<file path="src/rtl/dz_scan_ctrl_if.sv">
// Bus bundle between pattern logic and the 8x8 LED row-scan controller.
// DZ_SCAN_BRIGHT_EN adds the bright[2:0] dimming input.
interface dz_scan_ctrl_if;
  logic       wr_en;
  logic [2:0] wr_addr;
  logic [7:0] wr_g;
  logic [7:0] wr_r;
  logic       wr_ready;
  logic       swap_req;
  logic       swap_ack;
  logic [7:0] row;
  logic [7:0] colg;
  logic [7:0] colr;
  logic       frame_tick;
`ifdef DZ_SCAN_BRIGHT_EN
  logic [2:0] bright;
`endif

  modport master (
`ifdef DZ_SCAN_BRIGHT_EN
    output bright,
`endif
    output wr_en, wr_addr, wr_g, wr_r,
    output swap_req,
    input  wr_ready, swap_ack,
    input  row, colg, colr, frame_tick
  );

  modport slave (
`ifdef DZ_SCAN_BRIGHT_EN
    input  bright,
`endif
    input  wr_en, wr_addr, wr_g, wr_r,
    input  swap_req,
    output wr_ready, swap_ack,
    output row, colg, colr, frame_tick
  );
endinterface

</file>
<file path="src/rtl/dz_scan_ctrl.sv">
// Double-buffered 8x8 bicolour LED row scanner with frame-aligned swap.
// DZ_SCAN_BRIGHT_EN enables per-row duty dimming via bus.bright.
module dz_scan_ctrl #(
  parameter int ROW_CYCLES   = 250,
  parameter int BLANK_CYCLES = 2
) (
  input logic           clk,
  input logic           rst,
  dz_scan_ctrl_if.slave bus
);
  localparam int CW = $clog2(ROW_CYCLES);

  logic [CW-1:0] cnt_q, cnt_d;
  logic [2:0]    ridx_q, ridx_d;
  logic          pend_q, pend_d;
  logic          sel_q, sel_d;
  logic          bk;
  logic [7:0]    g_q [2][8];
  logic [7:0]    r_q [2][8];
  logic [7:0]    lg_q, lg_d, lr_q, lr_d;
  logic [7:0]    row_q, row_d;
  logic [7:0]    colg_q, colg_d;
  logic [7:0]    colr_q, colr_d;
  logic          ack_q, ack_d;
  logic          tick_q, tick_d;
  logic          last_cnt, blank, first_show;
  logic          fire, duty;

`ifdef DZ_SCAN_BRIGHT_EN
  logic [2:0] bright_q;

  always_ff @(posedge clk) begin
    if (rst) begin
      bright_q <= 3'd7;
    end else if (cnt_q == '0) begin
      bright_q <= bus.bright;
    end
  end

  assign duty = (int'(cnt_q) - BLANK_CYCLES) <
    (((int'(bright_q) + 1) *
      (ROW_CYCLES - BLANK_CYCLES)) / 8);
`else
  assign duty = 1'b1;
`endif

  assign bk         = ~sel_q;
  assign last_cnt   = cnt_q == CW'(ROW_CYCLES - 1);
  assign blank      = cnt_q < CW'(BLANK_CYCLES);
  assign first_show = cnt_q == CW'(BLANK_CYCLES);
  // frame_tick_q marks the visible final cycle of the frame
  assign fire       = tick_q & (pend_q | bus.swap_req);

  always_comb begin
    cnt_d  = last_cnt ? '0 : cnt_q + CW'(1);
    ridx_d = last_cnt ? ridx_q + 3'd1 : ridx_q;
    sel_d  = sel_q ^ fire;
    pend_d = fire ? 1'b0 : (pend_q | bus.swap_req);
    ack_d  = fire;
    tick_d = (ridx_q == 3'd7) && last_cnt;
    lg_d   = first_show ? g_q[sel_q][ridx_q] : lg_q;
    lr_d   = first_show ? r_q[sel_q][ridx_q] : lr_q;
    row_d  = blank ? 8'hFF : ~(8'h01 << ridx_q);
    colg_d = (blank || !duty) ? 8'h00 : lg_d;
    colr_d = (blank || !duty) ? 8'h00 : lr_d;
  end

  always_ff @(posedge clk) begin
    if (rst) begin
      cnt_q  <= '0;
      ridx_q <= '0;
      pend_q <= 1'b0;
      sel_q  <= 1'b0;
      lg_q   <= '0;
      lr_q   <= '0;
      row_q  <= 8'hFF;
      colg_q <= '0;
      colr_q <= '0;
      ack_q  <= 1'b0;
      tick_q <= 1'b0;
    end else begin
      cnt_q  <= cnt_d;
      ridx_q <= ridx_d;
      pend_q <= pend_d;
      sel_q  <= sel_d;
      lg_q   <= lg_d;
      lr_q   <= lr_d;
      row_q  <= row_d;
      colg_q <= colg_d;
      colr_q <= colr_d;
      ack_q  <= ack_d;
      tick_q <= tick_d;
    end
  end

  // back-buffer write uses the pre-swap select, so a boundary write lands in the new front
  always_ff @(posedge clk) begin
    if (rst) begin
      for (int b = 0; b < 2; b++) begin
        for (int i = 0; i < 8; i++) begin
          g_q[b][i] <= '0;
          r_q[b][i] <= '0;
        end
      end
    end else if (bus.wr_en && !pend_q) begin
      g_q[bk][bus.wr_addr] <= bus.wr_g;
      r_q[bk][bus.wr_addr] <= bus.wr_r;
    end
  end

  assign bus.wr_ready   = ~pend_q;
  assign bus.swap_ack   = ack_q;
  assign bus.row        = row_q;
  assign bus.colg       = colg_q;
  assign bus.colr       = colr_q;
  assign bus.frame_tick = tick_q;
endmodule

</file>
<file path="src/flat_wrapper.sv">
// flat-port wrapper written by rule: the top's interface ports become plain ports
module dz_scan_ctrl_flat 
#(
  parameter int ROW_CYCLES   = 250,
  parameter int BLANK_CYCLES = 2
)
  (clk, rst, bus_wr_en, bus_wr_addr, bus_wr_g, bus_wr_r, bus_swap_req, bus_wr_ready, bus_swap_ack, bus_row, bus_colg, bus_colr, bus_frame_tick);
  dz_scan_ctrl_if bus_i ();
  input logic clk;
  input logic rst;
  input wire logic [$bits(bus_i.wr_en)-1:0] bus_wr_en;
  input wire logic [$bits(bus_i.wr_addr)-1:0] bus_wr_addr;
  input wire logic [$bits(bus_i.wr_g)-1:0] bus_wr_g;
  input wire logic [$bits(bus_i.wr_r)-1:0] bus_wr_r;
  input wire logic [$bits(bus_i.swap_req)-1:0] bus_swap_req;
  output wire logic [$bits(bus_i.wr_ready)-1:0] bus_wr_ready;
  output wire logic [$bits(bus_i.swap_ack)-1:0] bus_swap_ack;
  output wire logic [$bits(bus_i.row)-1:0] bus_row;
  output wire logic [$bits(bus_i.colg)-1:0] bus_colg;
  output wire logic [$bits(bus_i.colr)-1:0] bus_colr;
  output wire logic [$bits(bus_i.frame_tick)-1:0] bus_frame_tick;
  assign bus_i.wr_en = bus_wr_en;
  assign bus_i.wr_addr = bus_wr_addr;
  assign bus_i.wr_g = bus_wr_g;
  assign bus_i.wr_r = bus_wr_r;
  assign bus_i.swap_req = bus_swap_req;
  assign bus_wr_ready = bus_i.wr_ready;
  assign bus_swap_ack = bus_i.swap_ack;
  assign bus_row = bus_i.row;
  assign bus_colg = bus_i.colg;
  assign bus_colr = bus_i.colr;
  assign bus_frame_tick = bus_i.frame_tick;
  dz_scan_ctrl #(.ROW_CYCLES(ROW_CYCLES), .BLANK_CYCLES(BLANK_CYCLES)) u_core (.clk(clk), .rst(rst), .bus(bus_i));
endmodule
</file>
<file path="config.mk">
export PLATFORM = sky130hd
export DESIGN_NAME = dz_scan_ctrl_flat
export DESIGN_NICKNAME = d
export VERILOG_FILES = /design/src/rtl/dz_scan_ctrl_if.sv /design/src/rtl/dz_scan_ctrl.sv /design/src/flat_wrapper.sv
export SDC_FILE = /design/constraint.sdc
export NUM_CORES = 1
export LEC_CHECK = 0
export BUFFER_PORTS_ARGS = -buffer_cell sky130_fd_sc_hd__clkbuf_2
export CORE_MARGIN = 2
export CORE_UTILIZATION = 39
export DETAILED_ROUTE_END_ITERATION = 16
export GPL_TIMING_DRIVEN = 1
export PLACE_DENSITY = 0.52
export SETUP_SLACK_MARGIN = 0.1
export SLEW_MARGIN = 40
export SYNTH_ARGS = -nofsm -noshare
export SYNTH_HDL_FRONTEND = slang
export SYNTH_SLANG_ARGS = --single-unit
</file>
<file path="constraint.sdc">
create_clock -name clk -period 3.3 [get_ports clk]
set_input_delay 0.165 -clock clk [delete_from_list [all_inputs] [get_ports clk]]
set_output_delay 0.165 -clock clk [all_outputs]
set_load 0.03 [all_outputs]
</file>
==> summary.md, run 1 <==
| Metric | Value |
|---|---|
| Die W | 186 um |
| Die H | 186 um |
| Share of layout cells above drive strength 1 | 23.3% |
| CTS tree | built |
| CORE AREA | 32600 sq um |
| Post-Syn Nets | 870 |
| P per Cell Area | 572 nW/um^2 |
| Post-synth EDFFs | 256 |
| Slew headroom | 48.2% |
| Post-synthesis sequential area ratio | 67.7% |
| Num ports | 50 |
| GPL Wtd Cong | 0.735 |
| Crit end category | register |
| CP Launch Type | register |
| Total GRT Usage | 19.3% |
| Hold WC Path Type | input pin to register |
| DR vias/cell | 5.29 |
| Slowest stage delay, CP | 0.68 ns |
| Outcome | complete, no violations |
| DR vias | 7272 |
| Post-synth top area cell | edfxtp_1 |
| Setup violators final | 0 |
| F_max | 399 MHz |
| CP max FO | 17 |
| N_diodes | 0 |
| Levels on crit path | 5 |
| Ys Warns | 0 |
| Nets | 938 |
| Hold slack | 0.0558 ns |
| Initial core utilization | 39.8% |
| Pre-Repair DR Iteration Count | 5 |
| Most frequent cell after synthesis | edfxtp_1 |
| Drt initial violations | 524 |
| Crit share post-route | 76.0% |
| Num CTS Buffers | 36 |
| Worst-margin pin slew | 0.777 ns |
| Antenna violations before repair | 1 |
| Clock root cell | clkbuf_16 |
| Routed wire length | 33000 um |
| Number of global-route vias before repair | 7470 |
| First-pass GRT wire length | 49300 um |
| Largest net degree at the start of global routing | 34 |
| Final Slew Violations | 0 |
| DP Area | 13800 sq um |
| Worst EP arrival | 2.94 ns |
| CP Class | register to register |
| Synth area leaders | edfxtp_1 (59%), mux4_2 (10%), dfxtp_1 (8.5%) |
| Buf/Inv on CP | 0 |
| Maximum vdd drop | 0.375 mV |
| Clk buf depth | 3 |
| Most instantiated cells after synthesis | edfxtp_1 (256), and2_1 (113), mux4_2 (60) |
| FF+latch count, synth | 311 |
| Die ar. | 34800 sq um |
| Reg2reg path depth | 5 |
| Area delta synth->final | 15.3% |
| Setup tns final | 0 ns |
| Crit path max-delay family | simple AND/OR/NAND/NOR gates |
| RSZ-0062 raised after global routing | no |
| Syn Area/Cell | 15.5 sq um |
| Synthesized area | 13000 sq um |
| Design area | 15000 sq um |
| Num rows | 66 |
| Post-synth top area share | 59.2% |
| Cells after Synth | 838 |
| Routed len/inst | 24.0 um |
| Clock-pin slew on the worst setup and hold paths | 0.06 ns |
| Asr flop ratio synth | 0% |
| Final min period | 2.51 ns |
| DP Wirelength | 19900 um |
| Port bufs | 49 |
| Leak | 5.47 nW |
| H-tree levels | 2 |
| Hold Path Stages | 2 |
| Post-CTS Setup Inserts | 0 |
| Post-route ant nets | 0 |
| Grt ovf | 0 |
| Final Hold Viols | 0 |
| Required time worst endpoint | 3.73 ns |
| Post-route DRC | 0 |
| Insertion delay to the later sink of the worst-skew pair | 0.51 ns |
| Library cells used by synthesis | 49 |
| # Max-Cap Violations | 0 |
| Slowest-stage cell, CP | or4_1 |
| Fillers | 2911 |
| Clk_skew | 0.0135 ns |
| Main flop type after synthesis | edfxtp_1 |
| CP Cell Sequence | ha_1 > or3b_2 > or4_1 > or3_1 > o211ai_1 |
| CTS Sinks | 311 |
-- where the power goes --
| part | total [mW] | switching, mW | internal [mW] |
|---|---|---|---|
| Sequential | 4.46 | 0.0500 | 4.41 |
| Clock | 3.75 | 1.51 | 2.23 |
| Combinational | 0.355 | 0.255 | 0.100 |
| Total | 8.56 | 1.82 | 6.74 |
-- sequential cells by signal, indices dropped and copies added, names as in the netlist --
name and cells:
u_core.lr_q 8, u_core.ridx_q 3, u_core.sel_q 1, u_core.g_q 128, u_core.cnt_q 8, u_core.bus.swap_ack 1
u_core.bus.frame_tick 1, u_core.bus.colg 8, u_core.bus.row 8, u_core.lg_q 8, u_core.pend_q 1, u_core.r_q 128
u_core.bus.colr 8
-- logic make-up (layout without fill, tap and decap cells) --
group,count (synthesis),after routing,share of synthesized area (%)
mux,99,99,13.5
fa+ha+maj,9,9,0.867
compound gates,66,66,3.47
buf+inv,68,162,2.26
flops,311,311,67.7
simple gates,277,277,11.6
xor+xnor,8,8,0.540
-- per-stage QoR --
step,std cells,util [%],power [mW],setup WS (ns)
after floorplan,838,-,4.71,0.922
after global placement,1309,42.4,4.89,0.844
after detailed placement,1309,42.4,4.90,0.791
after CTS,1374,45.8,8.63,0.776
after global routing,1374,45.9,8.84,0.660
final,1374,45.9,8.56,0.794
-- layout make-up --
| cell class | instances | area [sq um] | area share, % |
|---|---|---|---|
| clock buffers | 49 | 981 | 6.55 |
| clock inverters | 15 | 119 | 0.794 |
| inverters | 23 | 86.3 | 0.577 |
| multi-input cells | 459 | 3950 | 26.4 |
| flip-flops and latches | 311 | 8790 | 58.8 |
| well taps | 442 | 553 | 3.70 |
| repair buffers | 75 | 480 | 3.21 |
-- layout by cell type (no fill, tap or decap), types with 8 or more instances in the layout --
cell / Yosys / routed
o21ai_0: 8 / 8
mux2_2: 13 / 13
buf_4: 2 / 22
clkbuf_2: 0 / 49
clkinv_1: 0 / 8
o211ai_1: 15 / 15
clkbuf_16: 0 / 37
nor2_1: 58 / 58
ha_1: 9 / 9
or2_2: 8 / 8
nand3_1: 10 / 10
edfxtp_1: 256 / 256
inv_1: 23 / 22
nand2b_1: 19 / 19
clkbuf_1: 30 / 11
nand2_1: 39 / 39
o21ai_1: 9 / 9
mux2i_1: 26 / 26
dfxtp_1: 55 / 53
a22oi_1: 15 / 15
and2_1: 113 / 113
mux4_2: 60 / 60
-- timing repair --
| action | CTS | global route |
|---|---|---|
| gates resized for setup | 0 | 0 |
| hold buffers | 1 | 0 |
| hold endpoints to repair | 2 | 0 |
-- layer usage --
metal | routed length [um] | track usage (%) | vias up | share of wire (%)
met5 | 0 | 0 | - | 0
met4 | 599 | 4.55 | 0 | 1.8
met3 | 1920 | 3.12 | 46 | 5.8
met2 | 16000 | 31.5 | 197 | 48
met1 | 14500 | 27.2 | 3760 | 44
li1 | - | - | 3269 | -
-- final timing paths --
check             slack [ns]            endpoint       startpoint
setup / recovery        0.79  u_core.bus.colg[7]  u_core.cnt_q[1]
hold / removal          0.06    u_core.r_q[0][5]      bus_wr_r[5]
setup reg to reg        0.79  u_core.bus.colg[7]  u_core.cnt_q[1]
hold reg to reg         0.46      u_core.lr_q[6]   u_core.lr_q[6]
No activity file was read; power rests on OpenSTA's default activity.
==> run 2, diff against run 1 <==
Settings changed: PLACE_DENSITY 0.52 to 0.54.
Clock period 3.3 ns to 2.1 ns, I/O delays scaled along.
==> run 2 against run 1 <==
Worst hold slack got worse by 0.043 ns. Clock power increased by 53%. Sequential cell count unchanged. Sequential share of layout area decreased by 2.6 points. Worst setup slack got worse by 0.71 ns. Via count increased by 3.5%. Register-to-register slack got worse by 0.71 ns. Critical endpoint unchanged. Largest power group unchanged.
==> summary.md, run 2 (synthesis gave the netlist of run 1 again) <==
| Metric | Value |
|---|---|
| Outcome | complete, no violations (unchanged) |
| Initial core utilization | 39.8% (unchanged) |
| Clock root cell | clkbuf_16 (unchanged) |
| N_diodes | 0 (unchanged) |
| FF-to-FF Start | u_core.cnt_q[0] (was u_core.cnt_q[1]) |
| Worst EP arrival | 2.44 ns (was 2.94 ns) |
| DR vias | 7530 (was 7272) |
| Num ports | 50 (unchanged) |
| RSZ-0062 raised after global routing | yes (was no) |
| R2r endpoint | u_core.bus.colg[7] (unchanged) |
| Routed len/inst | 23.3 um (was 24.0 um) |
| Reg2reg path depth | 6 (was 5) |
| Commonest non-fill, non-tap cell in the layout | edfxtp_1 (unchanged) |
| Crit share post-route | 95.8% (was 76.0%) |
| DR vias/cell | 5.25 (was 5.29) |
| Setup violators final | 0 (unchanged) |
| CP Class | register to register (unchanged) |
| Sw Share | 21.9% (was 21.2%) |
| Maximum vdd drop | 0.548 mV (was 0.375 mV) |
| Global route hottest layer | met2 (unchanged) |
| Drt initial violations | 526 (was 524) |
| Fillers | 2792 (was 2911) |
| H-tree levels | 2 (unchanged) |
| CORE AREA | 32600 sq um (unchanged) |
| Number of global-route vias before repair | 7647 (was 7470) |
| DP Worst Slack | 0.0761 ns (was 0.791 ns) |
| Final Slew Violations | 0 (unchanged) |
| Antenna violations before repair | 0 (was 1) |
| Grt ovf | 0 (unchanged) |
| CP Cell Sequence | inv_2 > ha_4 > or3b_4 > or4_4 > or2_4 > o211ai_1 (was ha_1 > or3b_2 > or4_1 > or3_1 > o211ai_1) |
| GR Util met3 | 2.84% (was 3.12%) |
| GR Util met2 | 31.8% (was 31.5%) |
| R2r setup slk | 0.09 ns (was 0.79 ns) |
| Hold WC Path Type | input pin to register (unchanged) |
| Hold EP | u_core.g_q[0][53] (was u_core.r_q[0][5]) |
| Final min period | 2.01 ns (was 2.51 ns) |
| DP Wirelength | 21200 um (was 19900 um) |
| Required time worst endpoint | 2.53 ns (was 3.73 ns) |
| Largest regs | u_core.g_q: 128 flops, u_core.r_q: 128 flops (unchanged) |
| Hold Path Stages | 2 (unchanged) |
| Hold slack | 0.0126 ns (was 0.0558 ns) |
| Combinational power share | 5.0% (was 4.1%) |
| Footprint of the multi-input gates | 4020 sq um (was 3950 sq um) |
| Final non-filler cell total | 1435 (was 1374) |
| Post-layout util | 48.0% (was 45.9%) |
| Clk buf depth | 3 (unchanged) |
| Insertion delay to the later sink of the worst-skew pair | 0.52 ns (was 0.51 ns) |
| Num CTS Buffers | 36 (unchanged) |
| Port bufs | 49 (unchanged) |
| DP Cell Count | 1355 (was 1309) |
| Post-route ant nets | 0 (unchanged) |
| Clk pwr share | 42.8% (was 43.8%) |
| GPL Wtd Cong | 0.751 (was 0.735) |
| Met1 usage | 27.3% (was 27.2%) |
| Num rows | 66 (unchanged) |
| CTS tree | built (unchanged) |
| Share of layout cells above drive strength 1 | 29.0% (was 23.3%) |
| CP Launch Type | register (unchanged) |
| Clk_skew | 0.0143 ns (was 0.0135 ns) |
| Total GRT Usage | 19.4% (was 19.3%) |
| P per Cell Area | 856 nW/um^2 (was 572 nW/um^2) |
| Clock-pin slew on the worst setup and hold paths | 0.06 ns (about the same) |
| Largest net degree at the start of global routing | 26 (was 34) |
| Die W | 186 um (unchanged) |
| Setup tns final | 0 ns (unchanged) |
| Register area | 8800 sq um (was 8790 sq um) |
| Crit end category | register (unchanged) |
| Area delta synth->final | 20.6% (was 15.3%) |
| Psw | 2.93 mW (was 1.82 mW) |
| Final Hold Viols | 0 (unchanged) |
| Nets | 998 (was 938) |
| Worst-margin pin slew | 0.549 ns (was 0.777 ns) |
| # Max-Cap Violations | 0 (unchanged) |
| CP max FO | 8 (was 17) |
| Slew headroom | 63.4% (was 48.2%) |
| P_int | 10.5 mW (was 6.74 mW) |
| Leak | 5.81 nW (was 5.47 nW) |
| Post-route setup slack | 0.0882 ns (was 0.794 ns) |
| Slowest-stage cell, CP | or4_4 (was or4_1) |
| Die H | 186 um (unchanged) |
| Most frequent cells in the layout | edfxtp_1 (256), and2_1 (113), mux4_2 (60) (unchanged) |
| F_max | 497 MHz (was 399 MHz) |
| Sequential power share | 52.2% (was 52.1%) |
| Hold Startpoint | bus_wr_g[5] (was bus_wr_r[5]) |
| Routed wire length | 33500 um (was 33000 um) |
| Die ar. | 34800 sq um (unchanged) |
| Post-route DRC | 0 (unchanged) |
| Pre-Repair DR Iteration Count | 5 (unchanged) |
| Slowest stage delay, CP | 0.54 ns (was 0.68 ns) |
| First-pass GRT wire length | 49900 um (was 49300 um) |
| CTS Sinks | 311 (unchanged) |
## run 2: worst max-delay path, delay by kind of cell, from the launching register on
kind,cells,cell delay (ns)
DFF,1,0.32
buffers and inverters,1,0.06
adders and majority gates,1,0.13
and+or+nand+nor,3,1.26
AOI/OAI and AO/OA,1,0.17
## run 2: worst max-delay path by stage
stage,start,end,slack [ns],cells after the start
floorplan,u_core.sel_q,u_core.g_q[1][16],0.05,6
global placement,u_core.cnt_q[6],u_core.bus.colr[7],0.12,4
detailed placement,u_core.cnt_q[0],u_core.bus.colg[7],0.08,6
CTS,u_core.cnt_q[0],u_core.bus.colg[7],0.06,6
global route,u_core.cnt_q[0],u_core.bus.colg[7],0.05,6
finish,u_core.cnt_q[0],u_core.bus.colg[7],0.09,6
## run 2: layout make-up
class | instances | area share (%)
inverters | 23 | 0.551
flip-flops and latches | 311 | 56.2
multi-input cells | 460 | 25.6
repair buffers | 134 | 7.18
clock inverters | 20 | 0.663
clock buffers | 45 | 6.23
well taps | 442 | 3.53
## run 2: timing repair
item | CTS | global route
pin swaps | 0 | 6
cloned | 0 | 1
resized for setup | 0 | 10
hold buffers | 8 | 0
setup endpoints to repair | 5 | 30
setup buffers | 0 | 6
endpoints found under the hold margin | 44 | 0
## run 2: routing by layer
| metal | wire length [um] | share of wire, % |
|---|---|---|
| met3 | 1640 | 4.9 |
| met1 | 15200 | 45 |
| met5 | 0 | 0 |
| met4 | 796 | 2.4 |
| met2 | 15900 | 47 |
## run 2: per-stage QoR
step | total power, mW | area, sq um
CTS | 13.5 | 15600
detailed placement | 7.79 | 14400
floorplan | 7.42 | 13100
finish | 13.4 | 15700
global route | 13.8 | 15700
global placement | 7.77 | 14400
## run 2: power groups by stage
stage	clock [mW]	combinational, mW	sequential, mW
2_1_floorplan	0	0.301	7.12
3_3_place_gp	0	0.653	7.12
3_5_place_dp	0	0.657	7.13
4_1_cts	5.85	0.671	7.00
5_1_grt	6.08	0.726	7.02
6_report	5.73	0.675	7.00
==> run 3, diff against run 2 <==
Settings changed: CORE_UTILIZATION 39 to 50, PLACE_DENSITY 0.54 to 0.78, SETUP_SLACK_MARGIN 0.1 to unset.
==> run 3 against run 2 <==
Total power shrank 3.1%. First-iteration DRC count grew 81%. Sequential cell count is the same. Routed wire length shrank 7.2%.
==> summary.md, run 3 (synthesis gave the netlist of run 1 again) <==
| Metric | Value |
|---|---|
| Outcome | complete, no violations (unchanged) |
| R2r endpoint | u_core.bus.colr[7] (was u_core.bus.colg[7]) |
| Setup violators final | 0 (unchanged) |
| Number of global-route vias before repair | 7778 (was 7647) |
| Clock-pin slew on the worst setup and hold paths | 0.06 ns (about the same) |
| Routed len/inst | 23.9 um (was 23.3 um) |
| Sequential power share | 53.9% (was 52.2%) |
| CP Launch Type | register (unchanged) |
| GPL Wtd Cong | 0.797 (was 0.751) |
| Num rows | 58 (was 66) |
| CP max FO | 15 (was 8) |
| Hold slack | 0.0205 ns (was 0.0126 ns) |
| N_diodes | 0 (unchanged) |
| CORE AREA | 25300 sq um (was 32600 sq um) |
| Slew headroom | 62.9% (was 63.4%) |
| Final min period | 2.03 ns (was 2.01 ns) |
| Antenna violations before repair | 0 (unchanged) |
| Num ports | 50 (unchanged) |
| Num CTS Buffers | 31 (was 36) |
| Post-CTS Setup Inserts | 0 (unchanged) |
| Clock root cell | clkbuf_16 (unchanged) |
| Reg2reg path depth | 4 (was 6) |
| Largest net degree at the start of global routing | 33 (was 26) |
| Port bufs | 49 (unchanged) |
| Leak | 5.65 nW (was 5.81 nW) |
| Sw Share | 20.9% (was 21.9%) |
| # Max-Cap Violations | 0 (unchanged) |
| Clk pwr share | 41.3% (was 42.8%) |
| Setup tns final | 0 ns (unchanged) |
| CTS Sinks | 311 (unchanged) |
| Required time worst endpoint | 2.59 ns (was 2.53 ns) |
| FF-to-FF Start | u_core.cnt_q[6] (was u_core.cnt_q[0]) |
| Die H | 165 um (was 186 um) |
| DP Wirelength | 19700 um (was 21200 um) |
| Hold Startpoint | bus_wr_g[5] (unchanged) |
| Insertion delay to the later sink of the worst-skew pair | 0.56 ns (was 0.52 ns) |
| Psw | 2.72 mW (was 2.93 mW) |
| RSZ-0062 raised after global routing | no (was yes) |
| Routed wire length | 31100 um (was 33500 um) |
| Hold Path Stages | 2 (unchanged) |
| Post-route setup slack | 0.0746 ns (was 0.0882 ns) |
| Post-layout util | 60.0% (was 48.0%) |
| R2r setup slk | 0.07 ns (was 0.09 ns) |
| First-pass GRT wire length | 47200 um (was 49900 um) |
| H-tree levels | 1 (was 2) |
| P_int | 10.3 mW (was 10.5 mW) |
| Crit share post-route | 96.4% (was 95.8%) |
| Worst-margin pin slew | 0.557 ns (was 0.549 ns) |
| DP Worst Slack | 0.0814 ns (was 0.0761 ns) |
| Pre-Repair DR Iteration Count | 5 (unchanged) |
| Hold EP | u_core.g_q[0][53] (unchanged) |
| Nets | 979 (was 998) |
| Commonest non-fill, non-tap cell in the layout | edfxtp_1 (unchanged) |
| P per Cell Area | 855 nW/um^2 (was 856 nW/um^2) |
| Area delta synth->final | 17.0% (was 20.6%) |
| Drt initial violations | 950 (was 526) |
| DR vias | 7573 (was 7530) |
| Crit end category | register (unchanged) |
| Post-route ant nets | 0 (unchanged) |
| Worst EP arrival | 2.52 ns (was 2.44 ns) |
| Hold WC Path Type | input pin to register (unchanged) |
| Grt ovf | 0 (unchanged) |
| DP Cell Count | 1228 (was 1355) |
| Post-route DRC | 0 (unchanged) |
| Clk_skew | 0.0291 ns (was 0.0143 ns) |
| Fillers | 1876 (was 2792) |
| CP Class | register to register (unchanged) |
| DR vias/cell | 5.83 (was 5.25) |
| F_max | 494 MHz (was 497 MHz) |
| Final Slew Violations | 0 (unchanged) |
| Die W | 165 um (was 186 um) |
| Largest regs | u_core.g_q: 128 flops, u_core.r_q: 128 flops (unchanged) |
| Total GRT Usage | 23.8% (was 19.4%) |
| Maximum vdd drop | 0.592 mV (was 0.548 mV) |
| Final Hold Viols | 0 (unchanged) |
| Most frequent cells in the layout | edfxtp_1 (256), and2_1 (113), mux4_2 (60) (unchanged) |
| Share of layout cells above drive strength 1 | 26.3% (was 29.0%) |
| CTS tree | built (unchanged) |
| Combinational power share | 4.8% (was 5.0%) |
| Die ar. | 27300 sq um (was 34800 sq um) |
| Clk buf depth | 3 (unchanged) |
| Final non-filler cell total | 1300 (was 1435) |
| Initial core utilization | 51.3% (was 39.8%) |
-- run 3: cell types whose count changed in the layout (fill, tap and decap cells not counted), sizes merged --
cell	previous run	this run
buf	77	56
clkbuf	94	92
dlygate4sd3	8	16
or2	10	9
clkinv	15	8
inv	25	24
bufinv	0	2
clkinvlp	3	2
-- run 3: final cells by class --
| type | count | area (sq um) | share of cell area [%] |
|---|---|---|---|
| inverters | 23 | 86.3 | 0.568 |
| well taps | 330 | 413 | 2.72 |
| multi-input cells | 459 | 3950 | 26.0 |
| flip-flops and latches | 311 | 8790 | 57.9 |
| clock buffers | 43 | 870 | 5.72 |
| repair buffers | 121 | 955 | 6.28 |
| clock inverters | 13 | 123 | 0.807 |
-- run 3: worst max path at each step --
stage                         start                 end  slack [ns]  depth (start not counted)
floorplan              u_core.sel_q   u_core.g_q[1][16]       -0.06                          6
CTS                    u_core.sel_q      u_core.lr_q[5]        0.05                          5
global placement    u_core.cnt_q[6]  u_core.bus.colr[7]        0.09                          4
finish              u_core.cnt_q[6]  u_core.bus.colr[7]        0.07                          4
detailed placement  u_core.cnt_q[6]  u_core.bus.colg[7]        0.08                          4
global route        u_core.cnt_q[0]  u_core.bus.colr[7]       0.007                          6
-- run 3: what timing repair did --
| action | in CTS | in global routing |
|---|---|---|
| resized for setup | 0 | 4 |
| setup endpoints to repair | 0 | 7 |
| hold endpoints to repair | 103 | 0 |
| hold buffers | 16 | 0 |
-- run 3: layer usage --
metal	wire [um]	vias to the layer above	track usage, %
met2	15600	304	40.9
li1	-	3358	-
met3	2110	61	3.35
met1	12400	3850	32.0
met4	891	0	6.76
met5	0	-	0
-- run 3: power groups by stage --
stage	clock network, mW	logic, mW	registers, mW
3_5_place_dp	0	0.592	7.14
6_report	5.37	0.623	7.01
4_1_cts	5.43	0.621	7.01
5_1_grt	5.64	0.666	7.03
2_1_floorplan	0	0.296	7.12
3_3_place_gp	0	0.580	7.11
-- run 3: critical path: stages, from the launching register on --
cell	delay (ns)
dfxtp_1	0.34
or4_4	0.59
or4_4	0.50
or2_4	0.34
o211ai_1	0.19
-- run 3: metrics by stage --
stage	cell area, sq um	total power [mW]
after detailed placement	14000	7.73
after floorplan	13000	7.41
after global placement	14000	7.70
after CTS	15200	13.1
after global routing	15200	13.3
final	15200	13.0
